## src/rtl/int_to_fp.sv

```systemverilog
// int_to_fp: 8-bit sign-magnitude integer to 13-bit {sign, exp[3:0], frac[7:0]} float, iterative normalization.
// Define INT_TO_FP_FAST_NORM_EN to normalize up to two bits per clock (same results, shorter latency).
module int_to_fp (
    input  logic        clk,
    input  logic        rst_n,
    input  logic [7:0]  i_int,
    input  logic        in_valid,
    output logic        in_ready,
    output logic [12:0] o_fp,
    output logic        o_zero,
    output logic        out_valid,
    input  logic        out_ready
);
    typedef enum logic [1:0] {IDLE, NORM, DONE} state_t;
    state_t      state_q, state_d;
    logic        sign_q, sign_d;
    logic [3:0]  exp_q, exp_d;
    logic [7:0]  frac_q, frac_d;
    always_comb begin
        state_d = state_q;
        sign_d  = sign_q;
        exp_d   = exp_q;
        frac_d  = frac_q;
        case (state_q)
            IDLE: if (in_valid) begin
                sign_d  = i_int[7];
                frac_d  = {i_int[6:0], 1'b0};
                exp_d   = 4'd7;
                state_d = NORM;
            end
            NORM: if (frac_q == 8'd0) begin
                // negative zero is canonicalized to +0
                exp_d   = 4'd0;
                sign_d  = 1'b0;
                state_d = DONE;
            end else if (frac_q[7]) begin
                state_d = DONE;
`ifdef INT_TO_FP_FAST_NORM_EN
            end else if (!frac_q[6]) begin
                frac_d  = {frac_q[5:0], 2'b00};
                exp_d   = exp_q - 4'd2;
`endif
            end else begin
                frac_d  = {frac_q[6:0], 1'b0};
                exp_d   = exp_q - 4'd1;
            end
            DONE: if (out_ready) state_d = IDLE;
            default: state_d = IDLE;
        endcase
    end
    always_ff @(posedge clk or negedge rst_n) begin
        if (!rst_n) begin
            state_q <= IDLE;
            sign_q  <= 1'b0;
            exp_q   <= 4'd0;
            frac_q  <= 8'd0;
        end else begin
            state_q <= state_d;
            sign_q  <= sign_d;
            exp_q   <= exp_d;
            frac_q  <= frac_d;
        end
    end
    assign in_ready  = (state_q == IDLE);
    assign out_valid = (state_q == DONE);
    assign o_fp      = {sign_q, exp_q, frac_q};
    assign o_zero    = out_valid && (frac_q == 8'd0);
endmodule

```

## config.mk

```make
export PLATFORM = sky130hd
export DESIGN_NAME = int_to_fp
export DESIGN_NICKNAME = d
export VERILOG_FILES = /design/src/rtl/int_to_fp.sv
export SDC_FILE = /design/constraint.sdc
export NUM_CORES = 1
export LEC_CHECK = 0
export ABC_AREA = 1
export BUFFER_PORTS_ARGS = -buffer_cell sky130_fd_sc_hd__buf_4
export CORE_UTILIZATION = 43
export CTS_CLUSTER_SIZE = 40
export DETAILED_ROUTE_END_ITERATION = 7
export GPL_TIMING_DRIVEN = 0
export PLACE_DENSITY = 0.73
export SLEW_MARGIN = 30
export SYNTH_ARGS = -nofsm -noshare
export SYNTH_HDL_FRONTEND = slang
export SYNTH_SLANG_ARGS = --single-unit
```

## constraint.sdc

```tcl
create_clock -name clk -period 1.1 [get_ports clk]
set_input_delay 0.33 -clock clk [delete_from_list [all_inputs] [get_ports clk]]
set_output_delay 0.33 -clock clk [all_outputs]
set_load 0.1 [all_outputs]
```

======== Word level (Yosys, flattened, before mapping) ========
Cells that the tools add are included.
word-level totals
  bits in registers ....................... 15
cells by class
  add/subtract/negate cells ............... 1
  eq/ne operators ......................... 9
  multiplexer cells ....................... 16
  reduce and logical (&&, ||, !) cells .... 9
operators by type and width
  cell                   number
  $mux W8                3
  $pmux W8 S2            1
  $mux W4                3
  $reduce_and A3 Y1      4
  $logic_not A8 Y1       1
  $mux W2                4
  $ne A2 B2 Y1 const B   4
  $pmux W4 S2            1
  $ne A3 B3 Y1 const B   2
  $pmux W2 S3            1
  $reduce_and A4 Y1      1
  $sub A4 B1 Y4 const B  1
  $eq A2 B1 Y1 const B   1
  $eq A2 B2 Y1 const B   1
  $logic_not A2 Y1       1
  $mux W1                2
  $ne A2 B1 Y1 const B   1
  $pmux W1 S2            1
  $reduce_bool A2 Y1     1
  $logic_and A1 B1 Y1    1

======== Longest topological paths before layout ========
Gate-level depths: netlist (run 1).
  word-level depth ........................ 4
  depth in mapped cells ................... 8
  depth with buffers taken out ............ 8

======== Worst setup path after synthesis (run 1) ========
No wires, ideal clock.
  path type ............................... reg2out
  start point ............................. register state_q[1]
  end point ............................... output o_zero
  arrival time ............................ 4.012 ns
  data required time ...................... 0.770 ns
  setup slack ............................. -3.242 ns
  cell stages (with the launch flop) ...... 5
  buffers on the path ..................... 0
  cell sequence ........................... dfrtp_1 > inv_1 > nor2_1 > inv_1 > nor3_1
on the way
  cells in the longest elaborated chain, start to end .. 2
ends and longest elaborated chain
  what                    RTL line  text
  start, declared         15        state_t state_q, state_d;
  start signal, assigned  58        state_q <= state_d;
  $eq A2 B2 Y1            65        assign out_valid = (state_q == DONE);
  named net out_valid     11        output logic out_valid,
  $logic_and A1 B1 Y1     67        assign o_zero = out_valid && (frac_q == 8'd0);
  end, declared           10        output logic o_zero,
The timed path passes the listed nets, and every way through them passes these cells.

======== Worst setup path after layout (run 1) ========
  start point ............................. register frac_q[2]
  end point ............................... output o_zero
on the way
  cells in the longest elaborated chain, start to end .. 2
ends and longest elaborated chain
  what                    RTL line  text
  start, declared         18        logic [7:0] frac_q, frac_d;
  start signal, assigned  61        frac_q <= frac_d;
  $logic_not A8 Y1        67
  $logic_and A1 B1 Y1     67
Every way passes these cells.

==> out/summary.txt, run 1 <==
Status - finished, violations left
Failing checks - setup timing
Vias in the first global route - 913
Nets - 172
Asr flop ratio synth - 100%
Synthesized flop and latch total - 14
CP Launch Point - frac_q[2]
DPL Wire Length - 1.46 mm
Clock tree root buffer cell - clkbuf_4
Synth warn - 0
Final TNS setup - -11.48 ns
CP cell instances - nor2_4 > nand2_2 > nor3_4 > buf_12
Worst path top cell family by delay - flip-flops
CP required - 0.77 ns
Via-to-Cell Ratio - 5.31
Via count - 972
Post-synth EDFFs - 0
Die area - 2080 um^2
Fin crit share - 163%
H-tree lvl count - 1
Startpoint types - flop
Slew Viols, Final - 0
Core box area - 1750 um^2
Syn nets - 125
Setup WS post-layout - -0.695 ns
FF-to-FF setup slack - -0.62 ns
Syn Inst Count - 112
Max cap viols - 0
Routed len/inst - 14.5 um
Core Util, Final - 86.9%
First-pass GRT wire length - 4.08 mm
Die W - 45.6 um
Total Routed Length - 2.66 mm
RSZ-0062 raised after global routing - yes
Min-delay src - out_ready
Row count - 15
Max clock buf depth - 2
DRC Markers - 0
Netlist cell types - 21
Worst-Skew Late Latency - 0.30 ns
Minimum clock period - 1.79 ns
Max stage delay on crit path - 0.50 ns
Main area contributors after synthesis - dfrtp_1 43%, nand2_1 18%, nor2_1 6.9%, nand3_1 6.1%, inv_1 3.7%
Clk slew on worst S/H paths - 0.10 ns
Max Fclk - 0.557 GHz
CTS Buf Count - 3
WS Path Type - flop to output pin
Diode count - 0
Largest net degree at the start of global routing - 15
R2r worst-path depth - 9
Main synth FF type - dfrtp_1
Port bufs - 26
Hold Fails Final Rpt - 0
Die height - 45.6 um
Placer Congestion - 0.757
Overflow after GRT - 0
Worst Hold Depth - 2
Endpoint type of the worst setup path - output pin
CP Buf/Inv Count - 1
Capturing point of the worst reg2reg path - frac_q[3]
Area leader, netlist - dfrtp_1
Worst EP arrival - 1.46 ns
Syn Std Cell Area - 816 um^2
Max FO, Critical Path - 2
Area Overhead vs Synth - 85.9%
Worst Hold Path EP - state_q[1]
Top-area cell type share of the netlist area - 42.9%
Share of cells above drive strength 1 - 53.8%
Antenna Nets Post-Route - 0
Count leader, synth - nand2_1
FILL cells - 97
Mean Syn Cell Area - 7.28 um^2
Initial DRT Pass Iterations - 4
DR iter-0 viols - 27
CTS tree - yes
IO Count - 28
Initial Utilization - 46.7%
Class of the worst hold path - input pin to flop
Slowest CP cell - dfrtp_4
Final setup fails - 29
Crit Reg-Reg Startpoint - frac_q[2]
Sequential element share of the synthesized area - 42.9%
Clock Skews - 0.00510 ns
Initial antenna violation count - 0
TritonCTS sink count - 14
Top cells by instance count after synthesis - 40 x nand2_1, 15 x nor2_1, 14 x dfrtp_1, 10 x nand3_1, 8 x inv_1
Tot GR Track Use - 28.5%
through the flow:
step	worst slack [ns]	instances	hold WS [ns]	instance area, um^2
final	-0.695	183	0.269	1520
after floorplan	-1.13	112	0.0344	863
after global placement	-0.457	163	0.191	1090
after CTS	-0.651	182	0.238	1470
after global routing	-0.765	183	0.254	1520
after detailed placement	-0.483	163	0.193	1090
per-layer routing:
metal	vias up	track usage, %	wire length [um]
li1	443	-	-
met1	453	33.5	978
met2	57	48.9	1320
met3	19	5.56	195
met4	0	14.5	162
met5	-	0	0
worst max-delay path by stage:
| stage | end | slack, ns | cells after the start |
|---|---|---|---|
| final | o_zero | -0.69 | 4 |
| after detailed placement | o_zero | -0.48 | 4 |
| after global routing | o_zero | -0.76 | 4 |
| after CTS | o_zero | -0.65 | 4 |
| after floorplan | o_zero | -1.13 | 4 |
| after global placement | o_zero | -0.46 | 4 |
kinds of logic (layout without fill, tap and decap cells):
logic type / after synthesis / count (layout) / synth area share (%)
xor gates and xnor gates: 1 / 1 / 1.07
and+or+nand+nor: 75 / 75 / 40.6
DFF: 14 / 14 / 42.9
other: 1 / 1 / 0.460
buffers and inverters: 13 / 59 / 7.51
adders and majority gates: 1 / 1 / 1.53
AOI/OAI and AO/OA: 7 / 7 / 5.83
flip-flops by register name, summed over array words and instances, names as in the netlist:
name     count
sign_q       1
exp_q        4
frac_q       7
state_q      2
area by class of cell:
class / instances / area, um^2 / share of cell area (%)
Buffer: 4 / 33.8 / 2.23
Clock buffer: 4 / 36.3 / 2.39
Inverter: 9 / 33.8 / 2.23
Multi-Input combinational cell: 85 / 472 / 31.1
Sequential cell: 14 / 374 / 24.7
Tap cell: 25 / 31.3 / 2.06
Timing Repair Buffer: 42 / 536 / 35.3
placed cells by master, fill, tap and decap left out, types with 2 or more instances in the layout:
master and n:
buf_12 15, buf_4 21, buf_6 9, clkbuf_4 3
dfrtp_1 3, dfrtp_2 7, dfrtp_4 4, inv_1 6
inv_2 3, nand2_1 33, nand2_2 8, nand2_4 2
nand3_1 9, nor2_1 11, nor2_2 3, nor2_4 5
o21ai_0 2
what timing repair did:
item                                    in CTS  in global routing
setup buffers                               14                  2
pin swaps                                   10                  5
endpoints found under the hold margin       14                  0
hold buffers                                 1                  0
gates cloned                                 0                  0
resized for setup                           59                 12
endpoints found under the setup margin      29                 29
Power of run 1 is left out: the tool's default activity adds up to more than one toggle a clock period on the data nets, which glitch-free logic cannot reach.
==> inputs of run 2 (changes only) <==
Settings changed: ABC_AREA 1 to default.
==> run 2 against run 1 <==
  * The run now fails in global routing (5_1_grt)
  * Synthesized cell count fell by 23%
  * Area after synthesis decreased by 3.8%
==> out/summary.txt, run 2 <==
Status - did not finish
Failed at - global routing (5_1_grt)
Tool error - [ERROR DPL-0038] Utilization greater than 100%, impossible to legalize
Port bufs - 26 (unchanged)
Count leader, synth - dfrtp_1
Main synth FF type - dfrtp_1
Sequential element share of the synthesized area - 44.7% (+1.7 points)
DPL Wire Length - 1.45 mm (-0.97%)
TritonCTS sink count - 14 (unchanged)
Syn Inst Count - 86 (-23%)
Initial Utilization - 45.4% (-1.3 points)
Netlist cell types - 29 (+38%)
Die W - 44.7 um (-1.8%)
Die height - 44.7 um (-1.8%)
Synth warn - 0 (unchanged)
Post-synth EDFFs - 0 (unchanged)
Clock tree root buffer cell - clkbuf_4
Mean Syn Cell Area - 9.12 um^2 (+25%)
Row count - 15 (unchanged)
Main area contributors after synthesis - dfrtp_1 45%, o21ai_0 5.7%, a21oi_1 3.8%, nor2_1 3.8%, nor3b_1 3.8%
Top cells by instance count after synthesis - 14 x dfrtp_1, 9 x o21ai_0, 8 x nor2_1, 6 x a21oi_1, 6 x nand2_1
Synthesized flop and latch total - 14 (unchanged)
IO Count - 28 (unchanged)
Worst endpoint pin kind - primary output
Asr flop ratio synth - 100% (unchanged)
Syn nets - 99 (-21%)
Area leader, netlist - dfrtp_1
CTS Buf Count - 3 (unchanged)
Largest net degree at the start of global routing - 15
Syn Std Cell Area - 785 um^2 (-3.8%)
Worst setup endpoint GRT - o_zero
Max clock buf depth - 2 (unchanged)
Placer Congestion - 0.780 (+3.1%)
Top-area cell type share of the netlist area - 44.7% (+1.7 points)
H-tree lvl count - 1 (unchanged)
-- run 2: cell families after synthesis --
kind of cell,share of synthesized area [%]
other,0.478
and+or+nand+nor,23.6
muxes,2.87
adders and majority gates,1.59
AOI/OAI and AO/OA,20.6
DFF,44.7
buffers and inverters,6.22
-- run 2: repair_timing --
item,in CTS
buffers inserted,26
pin swaps,14
hold endpoints to repair,14
gates resized for setup,63
setup endpoints to repair,29
hold buffers,1
-- run 2: stage by stage --
stage | cells | worst slack, ns | hold slack [ns] | instance area, um^2 | TNS [ns]
after floorplan | 86 | -0.959 | 0.0344 | 906 | -5.20
after detailed placement | 137 | -0.493 | 0.192 | 1130 | -5.12
after CTS | 166 | -0.615 | 0.217 | 1590 | -8.92
after global placement | 137 | -0.498 | 0.189 | 1130 | -4.96
==> inputs of run 3 (changes only) <==
Settings changed: CORE_AREA from default to 2 2 63 65, CORE_UTILIZATION 43 to default, CTS_CLUSTER_SIZE 40 to default, DIE_AREA from default to 0 0 65 67, PLACE_DENSITY 0.73 to default, PLACE_DENSITY_LB_ADDON from default to 0.15.
Clock period 1.1 ns to 1.4 ns, I/O delays scaled along.
==> run 3 against run 2 <==
  * The flow now finishes, with violations (setup timing)
  * Synthesized cell count stayed put
  * Area after synthesis stayed put
==> out/summary.txt, run 3 <==
Placer Congestion - 0.745 (-4.6%)
Antenna Nets Post-Route - 0
Main synth FF type - dfrtp_1
Synth warn - 0 (unchanged)
H-tree lvl count - 1 (unchanged)
Main area contributors after synthesis - dfrtp_1 45%, o21ai_0 5.7%, a21oi_1 3.8%, nor2_1 3.8%, nor3b_1 3.8%
Post-synth EDFFs - 0 (unchanged)
Initial antenna violation count - 0
Largest register FFs - 7
Tot GR Track Use - 12.5%
CTS tree - yes
Top routing layer used - met4
CTS Buf Count - 3 (unchanged)
Area leader, netlist - dfrtp_1
Capturing point of the worst reg2reg path - frac_q[3]
CP required - 0.98 ns
Status - finished, violations left
Diode count - 0
Max cap viols - 0
Synthesized flop and latch total - 14 (unchanged)
Max clock buf depth - 2 (unchanged)
Class of the worst hold path - input pin to asynchronous set/reset pin
Setup WS post-layout - -0.355 ns
Nets - 146
Worst hold slack - 0.0169 ns
Endpoint type of the worst setup path - output pin
Worst EP arrival - 1.34 ns
Max Fclk - 0.570 GHz
Worst-Skew Late Latency - 0.24 ns
RSZ-0062 raised after global routing - yes
Syn Std Cell Area - 785 um^2 (unchanged)
WL met2 - 1.27 mm
Syn Inst Count - 86 (unchanged)
Row count - 22 (+7)
Total Routed Length - 2.46 mm
Via count - 789
Crit Reg-Reg Startpoint - frac_q[3]
WS Path Type - flop to output pin
Overflow after GRT - 0
Max FO, Critical Path - 10
Die height - 67 um (+50%)
Area Overhead vs Synth - 95.9%
Syn nets - 99 (unchanged)
Clock Skews - 0.00274 ns
Failing checks - setup timing
Sequential element share of the synthesized area - 44.7% (unchanged)
Netlist cell types - 29 (unchanged)
R2r worst-path depth - 6
CP Launch Point - frac_q[7]
DPL Wire Length - 1.64 mm (+13%)
Slew Viols, Final - 0
Asr flop ratio synth - 100% (unchanged)
Clock tree root buffer cell - clkbuf_8
Minimum clock period - 1.76 ns
Vias in the first global route - 824
Top Registers - frac_q x7, exp_q x4, state_q x2
Critical Path End - o_zero
Most common cell after layout, fill and taps aside - buf_4
Die W - 65 um (+45%)
Via-to-Cell Ratio - 4.38
Largest net degree at the start of global routing - 15
Largest register by flop count - frac_q
Share of cells above drive strength 1 - 68.2%
First-pass GRT wire length - 4.04 mm
Count leader, synth - dfrtp_1
DR iter-0 viols - 18
DRC Markers - 0
Most frequent cells in the layout - 24 x buf_4, 16 x buf_6, 7 x dfrtp_4, 7 x buf_12, 6 x dfrtp_2
Hold Fails Final Rpt - 0
TritonCTS sink count - 14 (unchanged)
Port bufs - 26 (unchanged)
Fin crit share - 125%
Routed met1 length - 1.08 mm
Clk slew on worst S/H paths - 0.06 ns
Routed len/inst - 13.6 um
Mean Syn Cell Area - 9.12 um^2 (unchanged)
Initial DRT Pass Iterations - 4
Top-area cell type share of the netlist area - 44.7% (unchanged)
FILL cells - 367
CTS hold repair buffers - 0 (-1)
Core box area - 3610 um^2
Die area - 4360 um^2
Top cells by instance count after synthesis - 14 x dfrtp_1, 9 x o21ai_0, 8 x nor2_1, 6 x a21oi_1, 6 x nand2_1
FF-to-FF setup slack - -0.22 ns
Final setup fails - 15
IO Count - 28 (unchanged)
Startpoint types - flop
Routed wl met3 - 69 um
Initial Utilization - 21.8% (-24 points)
-- run 3: cell counts after synthesis --
No cell type changed its count.
-- run 3: worst min-delay path by stage --
stage	cells after the start	slack (ns)	to	from
floorplan	0	0.12	exp_q[1]	rst_n
global placement	1	0.29	exp_q[0]	rst_n
detailed placement	1	0.29	exp_q[0]	rst_n
CTS	1	0.02	frac_q[2]	rst_n
global route	1	0.02	exp_q[0]	rst_n
finish	1	0.02	frac_q[2]	rst_n
-- run 3: what timing repair did --
| item | 4_1_cts | 5_1_grt |
|---|---|---|
| setup buffers | 15 | 4 |
| pin swaps | 10 | 11 |
| resized for setup | 35 | 30 |
| setup endpoints to repair | 20 | 24 |
-- run 3: cells by family (layout without fill, tap and decap cells) --
kind of cell             count (synthesis)  in the layout  share of synthesized area (%)
buffers and inverters                   10             56                           6.22
AND/OR/NAND/NOR                         33             33                           23.6
other                                    1              1                          0.478
adder cells (fa/ha/maj)                  1              1                           1.59
multiplexers                             2              2                           2.87
AO/OA/AOI/OAI                           25             25                           20.6
flip-flops                              14             14                           44.7
-- run 3: through the flow --
stage	worst slack (ns)	setup TNS (ns)	cell area [um^2]	std cells	util [%]
global placement	-0.296	-1.66	1140	160	31.6
global route	-0.408	-2.56	1540	180	42.6
detailed placement	-0.303	-1.65	1140	160	31.6
CTS	-0.358	-1.60	1440	178	39.9
finish	-0.355	-1.74	1540	180	42.6
floorplan	-0.749	-1.20	883	86	-
-- run 3: per-layer routing --
metal / vias up / track usage (%)
li1: 394 / -
met1: 376 / 15.4
met2: 15 / 21.4
met3: 4 / 2.03
met4: 0 / 5.59
met5: - / 0
-- run 3: cell type report --
cell class / count / area, um^2 / share of cell area (%)
flip-flops and latches: 14 / 384 / 25.0
well taps: 48 / 60.1 / 3.91
multi-input cells: 62 / 523 / 34.0
plain buffers: 4 / 27.5 / 1.79
inverters: 4 / 18.8 / 1.22
repair buffers: 44 / 478 / 31.1
clock buffers: 4 / 45.0 / 2.93
-- run 3: critical path, stage by stage (launching register included) --
cell and delay, ns:
dfrtp_2 0.43, buf_2 0.22, nor3_4 0.24, buf_12 0.20
Power of run 3 is left out for the same reason.
